File: src/rtl/philv_fetch_unit_pkg.sv
// Shared fetch-stage definitions for the Philosophy-V core: widths, reset PC,
// PC increment and the fetch FSM state encoding.
package philv_fetch_unit_pkg;

    localparam int          INSTR_WIDTH      = 32;
    localparam logic [31:0] RESET_PC_DEFAULT = 32'h0000_0000;
    localparam int          PC_INC           = 4;
    localparam int          QUEUE_DEPTH      = 2;

    typedef enum logic [1:0] {
        ST_BOOT  = 2'd0,
        ST_RUN   = 2'd1,
        ST_FAULT = 2'd2
    } fetch_state_e;

    function automatic logic is_word_aligned(input logic [1:0] low_bits);
        return low_bits == 2'b00;
    endfunction

endpackage

File: src/rtl/philv_fetch_queue.sv
// Two-entry instruction FIFO of {pc, instr}. The head entry is presented
// directly from storage, so all outputs are registered.
module philv_fetch_queue
    import philv_fetch_unit_pkg::*;
#(
    parameter int W = INSTR_WIDTH
) (
    input  logic         clk,
    input  logic         rstb,
    input  logic         push,
    input  logic [W-1:0] push_pc,
    input  logic [W-1:0] push_instr,
    input  logic         pop,
    input  logic         flush,
    output logic [1:0]   count,
    output logic         head_valid,
    output logic [W-1:0] head_pc,
    output logic [W-1:0] head_instr
);

    logic [W-1:0] pc_q    [QUEUE_DEPTH];
    logic [W-1:0] pc_d    [QUEUE_DEPTH];
    logic [W-1:0] instr_q [QUEUE_DEPTH];
    logic [W-1:0] instr_d [QUEUE_DEPTH];
    // Depth is two, so a single toggling bit addresses each slot.
    logic         rd_ptr_q, rd_ptr_d;
    logic         wr_ptr_q, wr_ptr_d;
    logic [1:0]   count_q, count_d;
    logic         pop_ok;
    logic         push_ok;

    // NOTE: every signal written here gets a value before any branch, so no latch is inferred.
    always_comb begin
        pc_d     = pc_q;
        instr_d  = instr_q;
        rd_ptr_d = rd_ptr_q;
        wr_ptr_d = wr_ptr_q;
        count_d  = count_q;
        pop_ok   = pop && (count_q != 2'd0);
        push_ok  = push && ((count_q != 2'(QUEUE_DEPTH)) || pop_ok);

        if (flush) begin
            rd_ptr_d = 1'b0;
            wr_ptr_d = 1'b0;
            count_d  = 2'd0;
        end else begin
            if (push_ok) begin
                pc_d[wr_ptr_q]    = push_pc;
                instr_d[wr_ptr_q] = push_instr;
                wr_ptr_d          = ~wr_ptr_q;
            end
            if (pop_ok) begin
                rd_ptr_d = ~rd_ptr_q;
            end
            count_d = count_q + {1'b0, push_ok} - {1'b0, pop_ok};
        end
    end

    // NOTE: storage is reset too, because the head slot is visible as instr/instr_pc and must read 0 out of reset.
    always_ff @(posedge clk or negedge rstb) begin
        if (!rstb) begin
            for (int i = 0; i < QUEUE_DEPTH; i++) begin
                pc_q[i]    <= '0;
                instr_q[i] <= '0;
            end
            rd_ptr_q <= 1'b0;
            wr_ptr_q <= 1'b0;
            count_q  <= 2'd0;
        end else begin
            // NOTE: state updates use non-blocking assignments so every flop samples pre-edge values.
            pc_q     <= pc_d;
            instr_q  <= instr_d;
            rd_ptr_q <= rd_ptr_d;
            wr_ptr_q <= wr_ptr_d;
            count_q  <= count_d;
        end
    end

    assign count      = count_q;
    assign head_valid = (count_q != 2'd0);
    assign head_pc    = pc_q[rd_ptr_q];
    assign head_instr = instr_q[rd_ptr_q];

endmodule

File: src/rtl/philv_fetch_unit.sv
// Instruction fetch stage: owns the PC, issues word reads to the instruction
// port and hands {instr, pc} to decode through a valid/ready handshake.
module philv_fetch_unit
    import philv_fetch_unit_pkg::*;
#(
    parameter int                   BUS_WIDTH = INSTR_WIDTH,
    parameter logic [BUS_WIDTH-1:0] RESET_PC  = BUS_WIDTH'(RESET_PC_DEFAULT)
) (
    input  logic                 clk,
    input  logic                 rstb,
    output logic                 mem_req,
    output logic [BUS_WIDTH-1:0] mem_addr,
    input  logic [BUS_WIDTH-1:0] mem_rdata,
    input  logic                 redirect_valid,
    input  logic [BUS_WIDTH-1:0] redirect_pc,
    output logic                 instr_valid,
    input  logic                 instr_ready,
    output logic [BUS_WIDTH-1:0] instr,
    output logic [BUS_WIDTH-1:0] instr_pc,
    output logic                 fetch_fault
);

    localparam logic [BUS_WIDTH-1:0] PC_STEP = BUS_WIDTH'(PC_INC);

    fetch_state_e         state_q, state_d;
    logic [BUS_WIDTH-1:0] pc_q, pc_d;
    logic                 inflight_q, inflight_d;
    logic [BUS_WIDTH-1:0] req_pc_q, req_pc_d;

    logic                 redirect_ok;
    logic                 redirect_bad;
    logic                 flush;
    logic                 pop;
    logic                 push;
    logic                 room;
    logic [1:0]           q_count;
    logic [2:0]           occupancy;

    assign redirect_ok  = redirect_valid && is_word_aligned(redirect_pc[1:0]);
    assign redirect_bad = redirect_valid && !is_word_aligned(redirect_pc[1:0]);
    assign pop          = instr_valid && instr_ready;

    // Queued entries plus the response landing this cycle; a same-cycle pop frees one slot.
    assign occupancy = {1'b0, q_count} + {2'b00, inflight_q};
    assign room      = occupancy < (3'd2 + {2'b00, pop});

    always_comb begin
        state_d    = state_q;
        pc_d       = pc_q;
        req_pc_d   = req_pc_q;
        mem_req    = 1'b0;
        push       = 1'b0;
        flush      = 1'b0;

        case (state_q)
            ST_BOOT: begin
                state_d = ST_RUN;
            end
            ST_RUN: begin
                if (redirect_valid) begin
                    flush = 1'b1;
                    if (redirect_bad) begin
                        state_d = ST_FAULT;
                    end else begin
                        pc_d = redirect_pc;
                    end
                end else begin
                    push    = inflight_q;
                    mem_req = room;
                    if (room) begin
                        pc_d     = pc_q + PC_STEP;
                        req_pc_d = pc_q;
                    end
                end
            end
            ST_FAULT: begin
                // Only an aligned redirect leaves FAULT; anything else keeps fetch parked.
                if (redirect_valid) begin
                    flush = 1'b1;
                end
                if (redirect_ok) begin
                    state_d = ST_RUN;
                    pc_d    = redirect_pc;
                end
            end
            default: begin
                state_d = ST_BOOT;
            end
        endcase

        inflight_d = mem_req;
    end

    always_ff @(posedge clk or negedge rstb) begin
        if (!rstb) begin
            state_q    <= ST_BOOT;
            pc_q       <= RESET_PC;
            inflight_q <= 1'b0;
            req_pc_q   <= '0;
        end else begin
            state_q    <= state_d;
            pc_q       <= pc_d;
            inflight_q <= inflight_d;
            req_pc_q   <= req_pc_d;
        end
    end

    philv_fetch_queue #(
        .W (BUS_WIDTH)
    ) u_queue (
        .clk        (clk),
        .rstb       (rstb),
        .push       (push),
        .push_pc    (req_pc_q),
        .push_instr (mem_rdata),
        .pop        (pop),
        .flush      (flush),
        .count      (q_count),
        .head_valid (instr_valid),
        .head_pc    (instr_pc),
        .head_instr (instr)
    );

    assign mem_addr    = pc_q;
    assign fetch_fault = (state_q == ST_FAULT);

endmodule

File: config.mk
export PLATFORM = sky130hd
export DESIGN_NAME = philv_fetch_unit
export DESIGN_NICKNAME = d
export VERILOG_FILES = /design/src/rtl/philv_fetch_unit_pkg.sv /design/src/rtl/philv_fetch_queue.sv /design/src/rtl/philv_fetch_unit.sv
export SDC_FILE = /design/constraint.sdc
export NUM_CORES = 1
export LEC_CHECK = 0
export ABC_CLOCK_PERIOD_IN_PS = 2400
export CAP_MARGIN = 20
export CORE_ASPECT_RATIO = 0.8
export CORE_UTILIZATION = 43
export CTS_CLUSTER_SIZE = 28
export DETAILED_ROUTE_END_ITERATION = 8
export GPL_ROUTABILITY_DRIVEN = 1
export GPL_TIMING_DRIVEN = 0
export PLACE_DENSITY = 0.67
export SLEW_MARGIN = 40
export SYNTH_ARGS = -nofsm -noshare
export SYNTH_HDL_FRONTEND = slang
export SYNTH_SLANG_ARGS = --single-unit
File: constraint.sdc
create_clock -name clk -period 2.4 [get_ports clk]
set_clock_uncertainty 0.1 [all_clocks]
set_input_delay 0.48 -clock clk [delete_from_list [all_inputs] [get_ports clk]]
set_output_delay 0.48 -clock clk [all_outputs]
set_load 0.02 [all_outputs]
# ---- Yosys cells after proc, flatten, opt, wreduce, memory -nomap -nowiden
# Cells that the tools add are included.
dict set report classes {
  n_reduce_logical 19
  n_mux 30
  n_eq_ne 8
  n_bitwise 6
  add_sub_neg 5
  magnitude_cmp 4
}
# operator count
set ops {}
lappend ops {{$mux 32} 11}
lappend ops {{$bwmux 64} 2}
lappend ops {{$pmux 32 s2} 1}
lappend ops {{$add 32x3->32 const B} 1}
lappend ops {{$demux 32 s1} 1}
lappend ops {{$mux 1} 10}
lappend ops {{$mux 2} 4}
lappend ops {{$reduce_bool 2->1} 4}
lappend ops {{$logic_and 1x1->1} 6}
lappend ops {{$ne 2x2->1 const B} 3}
lappend ops {{$ne 3x3->1 const B} 2}
lappend ops {{$pmux 2 s3} 1}
lappend ops {{$reduce_and 3->1} 2}
lappend ops {{$ge 2x2->1 const B} 2}
lappend ops {{$logic_not 2->1} 2}
lappend ops {{$not 1->1} 4}
lappend ops {{$not 1->2} 2}
lappend ops {{$reduce_and 4->1} 1}
lappend ops {{$add 2x1->3} 1}
lappend ops {{$add 2x1->3 const A} 1}
lappend ops {{$lt 3x3->1} 1}
lappend ops {{$add 2x1->2} 1}
lappend ops {{$eq 2x1->1 const B} 1}
lappend ops {{$eq 2x2->1 const B} 1}
lappend ops {{other kinds (7)} 7}
dict set report word_totals {
  ff_bits 199
  input_bits 68
}

# ---- Longest topological paths before layout
dict set report depth {
  word_depth 8
  ltp_mapped 9
  mapped_depth_nobuf 8
}

# ---- By module
# A second synthesis with hierarchy kept.
dict set report hier_totals {
  cells_unflattened 713
  area_unflattened_um2 9599.2
}
# module cells_each seq_area_each_um2 area_each_um2 n_inst
set by_module_without_submodules {}
lappend by_module_without_submodules {philv_fetch_queue 365 3303.2 6038.3 1}
lappend by_module_without_submodules {philv_fetch_unit 348 1676.6 3560.9 1}

# ---- Worst setup path after synthesis
# Ideal clock, no wire load.
dict set report synth_path {
  kind {register -> output}
  start {register u_queue.count_q[0] (netlist: u_queue.count[0])}
  end {output mem_req}
  stages_incl_launch_ff 8
  n_path_buf 2
  required_time_ps 1820
  arrival_time_ps 1725
  slack_ps 95
  cell_sequence {dfrtp_1 > ha_1 > ha_1 > o21a_1 > or3_1 > buf_6 > buf_6 > inv_1}
}
dict set report synth_via {
  elab_chain_len 6
  word_cells_on_any_way 7
  cone_classes {2 x add/sub; 1 x order compare; 2 x mux; 2 x reduce/logical}
}
# item line_no
set synth_lines {}
lappend synth_lines {{start: declaration} philv_fetch_queue.sv:28} ;# logic [1:0] count_q, count_d;
lappend synth_lines {{start signal: assignment} philv_fetch_queue.sv:75} ;# count_q <= count_d;
lappend synth_lines {{$reduce_bool 2->1} philv_fetch_queue.sv:80} ;# assign head_valid = (count_q != 2'd0);
lappend synth_lines {{$logic_and 1x1->1} philv_fetch_unit.sv:41} ;# assign pop = instr_valid && instr_ready;
lappend synth_lines {{$add 2x1->3} philv_fetch_unit.sv:45} ;# assign room = occupancy < (3'd2 + {2'b00, pop});
lappend synth_lines {{$lt 3x3->1 *} philv_fetch_unit.sv:45}
lappend synth_lines {{$mux 1 *} philv_fetch_unit.sv:60} ;# if (redirect_valid) begin
lappend synth_lines {{$mux 1 *} philv_fetch_unit.sv:55} ;# case (state_q)
lappend synth_lines {{end: declaration} philv_fetch_unit.sv:11} ;# output logic mem_req,
# Mark *: on every way between the ends. The rest lies on a longest branch, timed or not.

# ---- Worst setup path in the final report
# Ends and elaborated chain as after synthesis.

==> flow_summary.ini <==
[timing]
min_period_ps = 2460
tightest_slew_ps = 602
max_clock_freq_ghz = 0.407
hold_violations = 0
layout_setup_ws_ps = -58.2
rsz0062_at_grt = true
finalSetupViolCount = 1
drv_slew = 0
slew-limit-headroom = 0.599
fin_crit_sh = 1.02

[power_and_ir_drop]
p_per_area_mw_per_mm2 = 1330
p_leak_nw = 5.60
finalPower_mw = 16.1
vdd_drop_max_v = 0.000766

[min_path]
hold_end = state_q[1]$_DFFE_PN0P_
holdPathStages = 3
hp-start = redirect_valid
min_path_type = primary input to register

[critical_path]
r2r_end = mem_addr[20]$_DFFE_PN0P_
crit_required_ps = 1820
r2r_cells = 6
reg2reg_from = mem_addr[3]$_DFFE_PN0P_
critPathKind = register to primary output
cp_max_fo = 5
regToRegSetupSlack_ps = 110
cp.arrival_ps = 1880
worstSetupEndpointType = primary output
startpoint_type = register

[layout]
nets = 974
drive_gt1_frac = 0.412
final_util = 0.577
design_area_mm2 = 0.0121
syn2layout_area_growth_pct = 29.9

[synthesis]
synth.most_common_cell = dfrtp_1
synthCells = 709
async_flop_share = 1.00
ys_types = 52
ys.flop_type = dfrtp_1
synth_edf_count = 0
synth.top_cell.area_share = 0.534
synth_top_cell_by_area = dfrtp_1
syn_area_per_cell_um2 = 13.1
syn-num-nets = 786
synth_seq_area_share = 0.534
ys_ff_latch = 199
yosysWarnings = 0
syn-cell-area_mm2 = 0.00932
synth_area_leaders = dfrtp_1 53%, mux2_2 24%, mux2_4 4.2%
synth_commonest_cells = 199 x dfrtp_1, 197 x mux2_2, 43 x a21oi_1

[status]
violations = DRC, setup timing
status = finished, violations left

[cts]
cts.clk_slew.worst_paths_ps = 70
htree_num_levels = 4
cts_tree = done
clock-sinks = 199
numCtsBuffers = 17
cts-root-buf = clkbuf_16
clock_latency_ps = 430
cts_buffer_depth = 2

[route]
drc = 30
avgViaCountPerCell = 5.48
antenna_left = 0
drt_iter0_drc = 614
routed_wl_um = 22800
vias = 6468
post_drt_wl_per_cell_um = 19.3
dr.pass1.iters = 7

[floorplan]
rows = 47
start_util = 0.444
dieArea_mm2 = 0.0223
die_w_um = 167
ios = 167
fp.dieH_um = 134
core-area_mm2 = 0.0210

[place]
port_buffers = 165
hpwl_um = 15800
dp_slack_ps = -855
gp_congestion = 0.899
placed_area_mm2 = 0.0114

[global_routing]
grt_pass1_wl_um = 36700
antenna_found_initial = 0
grt-ovfl-total = 0
track_usage = 0.213
grt_max_degree = 73
grt_pass1_vias = 6471

[job]
cap_violations = 0
kinds of logic after synthesis:
logic type / count (synthesis) / share of synthesized area
compound gates: 112 / 0.0754
mux: 225 / 0.282
fa+ha+maj: 9 / 0.0121
xor+xnor: 4 / 0.00376
flops: 199 / 0.534
buf+inv: 51 / 0.0311
simple gates: 109 / 0.0615
critical path, stage by stage, from the launching register on:
cell and delay (ps):
dfrtp_2 450, ha_4 180, ha_4 200, o21a_1 110
or3_4 360, clkinv_4 60, buf_6 110
worst max-delay path by stage:
stage / startpoint / endpoint / slack (ps) / cells after the start
final: u_queue.count[0]$_DFF_PN0_ / mem_req / -60 / 6
after global routing: u_queue.count[0]$_DFF_PN0_ / mem_req / -120 / 6
after CTS: u_queue.count[0]$_DFF_PN0_ / mem_req / -270 / 7
after detailed placement: instr_ready / mem_req / -860 / 8
after global placement: rstb / u_queue.pc_q[55]$_DFFE_PN0P_ / -7860 / 1
after floorplan: u_queue.count[0]$_DFF_PN0_ / mem_req / 90 / 7
registers in the layout, summed over array words and instances, names as in the netlist:
name / flops
inflight_q: 1
mem_addr: 32
req_pc_q: 32
state_q: 2
u_queue.count: 2
u_queue.instr_q: 64
u_queue.pc_q: 64
u_queue.rd_ptr_q: 1
u_queue.wr_ptr_q: 1
routing by layer:
| layer | part of all wire | vias to the layer above | global-route usage | routed length (um) |
|---|---|---|---|---|
| li1 | - | 2957 | - | - |
| met2 | 0.44 | 247 | 0.308 | 9990 |
| met4 | 0.0075 | 0 | 0.0437 | 170 |
| met1 | 0.48 | 3247 | 0.325 | 10900 |
| met5 | 0 | - | 0 | 0 |
| met3 | 0.075 | 17 | 0.0460 | 1720 |
where the power goes:
part,internal [mW],switching (mW)
Combinational,3.81,3.46
Sequential,4.83,1.21
Clock,1.45,1.35
area by class of cell:
type / instances / area (um^2)
Multi-Input combinational cell: 459 / 4130
Buffer: 39 / 385
Tap cell: 269 / 337
Clock buffer: 20 / 467
Timing Repair Buffer: 173 / 1670
Antenna cell: 1 / 2.50
Clock inverter: 12 / 105
Fill cell: 1771 / 8880
Inverter: 8 / 35.0
Sequential cell: 199 / 4980
through the flow:
step           hold slack (ps)  TNS (ps)  cells
2_1_floorplan             84.4         0    709
3_3_place_gp               381  -1610930   1143
3_5_place_dp               266    -49660   1146
4_1_cts                    344      -915   1180
5_1_grt                    386      -155   1179
6_report                   367     -58.2   1180
repair_timing:
action | 4_1_cts | 5_1_grt
pin swaps | 2 | 3
resized for setup | 229 | 28
setup endpoints to repair | 128 | 141
endpoints found under the hold margin | 29 | 0
cloned | 0 | 1
hold buffers | 1 | 0
buffers inserted | 2 | 1
placed cells by master (no fill, tap or decap), drive strengths merged, types with 2 or more instances in the layout:
master and instances:
mux2i 2, nor3 3, nand4 9, nand2 33, inv 14, and3 5, a2bb2oi 4, clkdlybuf4s50 97
a21oi 43, o22a 2, o22ai 10, dlygate4sd2 15, mux2 223, clkbuf 38, clkinv 6, a31oi 3
o2bb2a 2, o32ai 3, buf 56, o21a 4, o31ai 3, nand3 17, or4 2, ha 9
a21o 3, or2 3, and2 4, clkdlybuf4s15 24, xor2 2, dfrtp 199, and4 5, or3 2
nor2 21, o21ai 26, xnor2 2
Power figures use the tool's default switching activity.
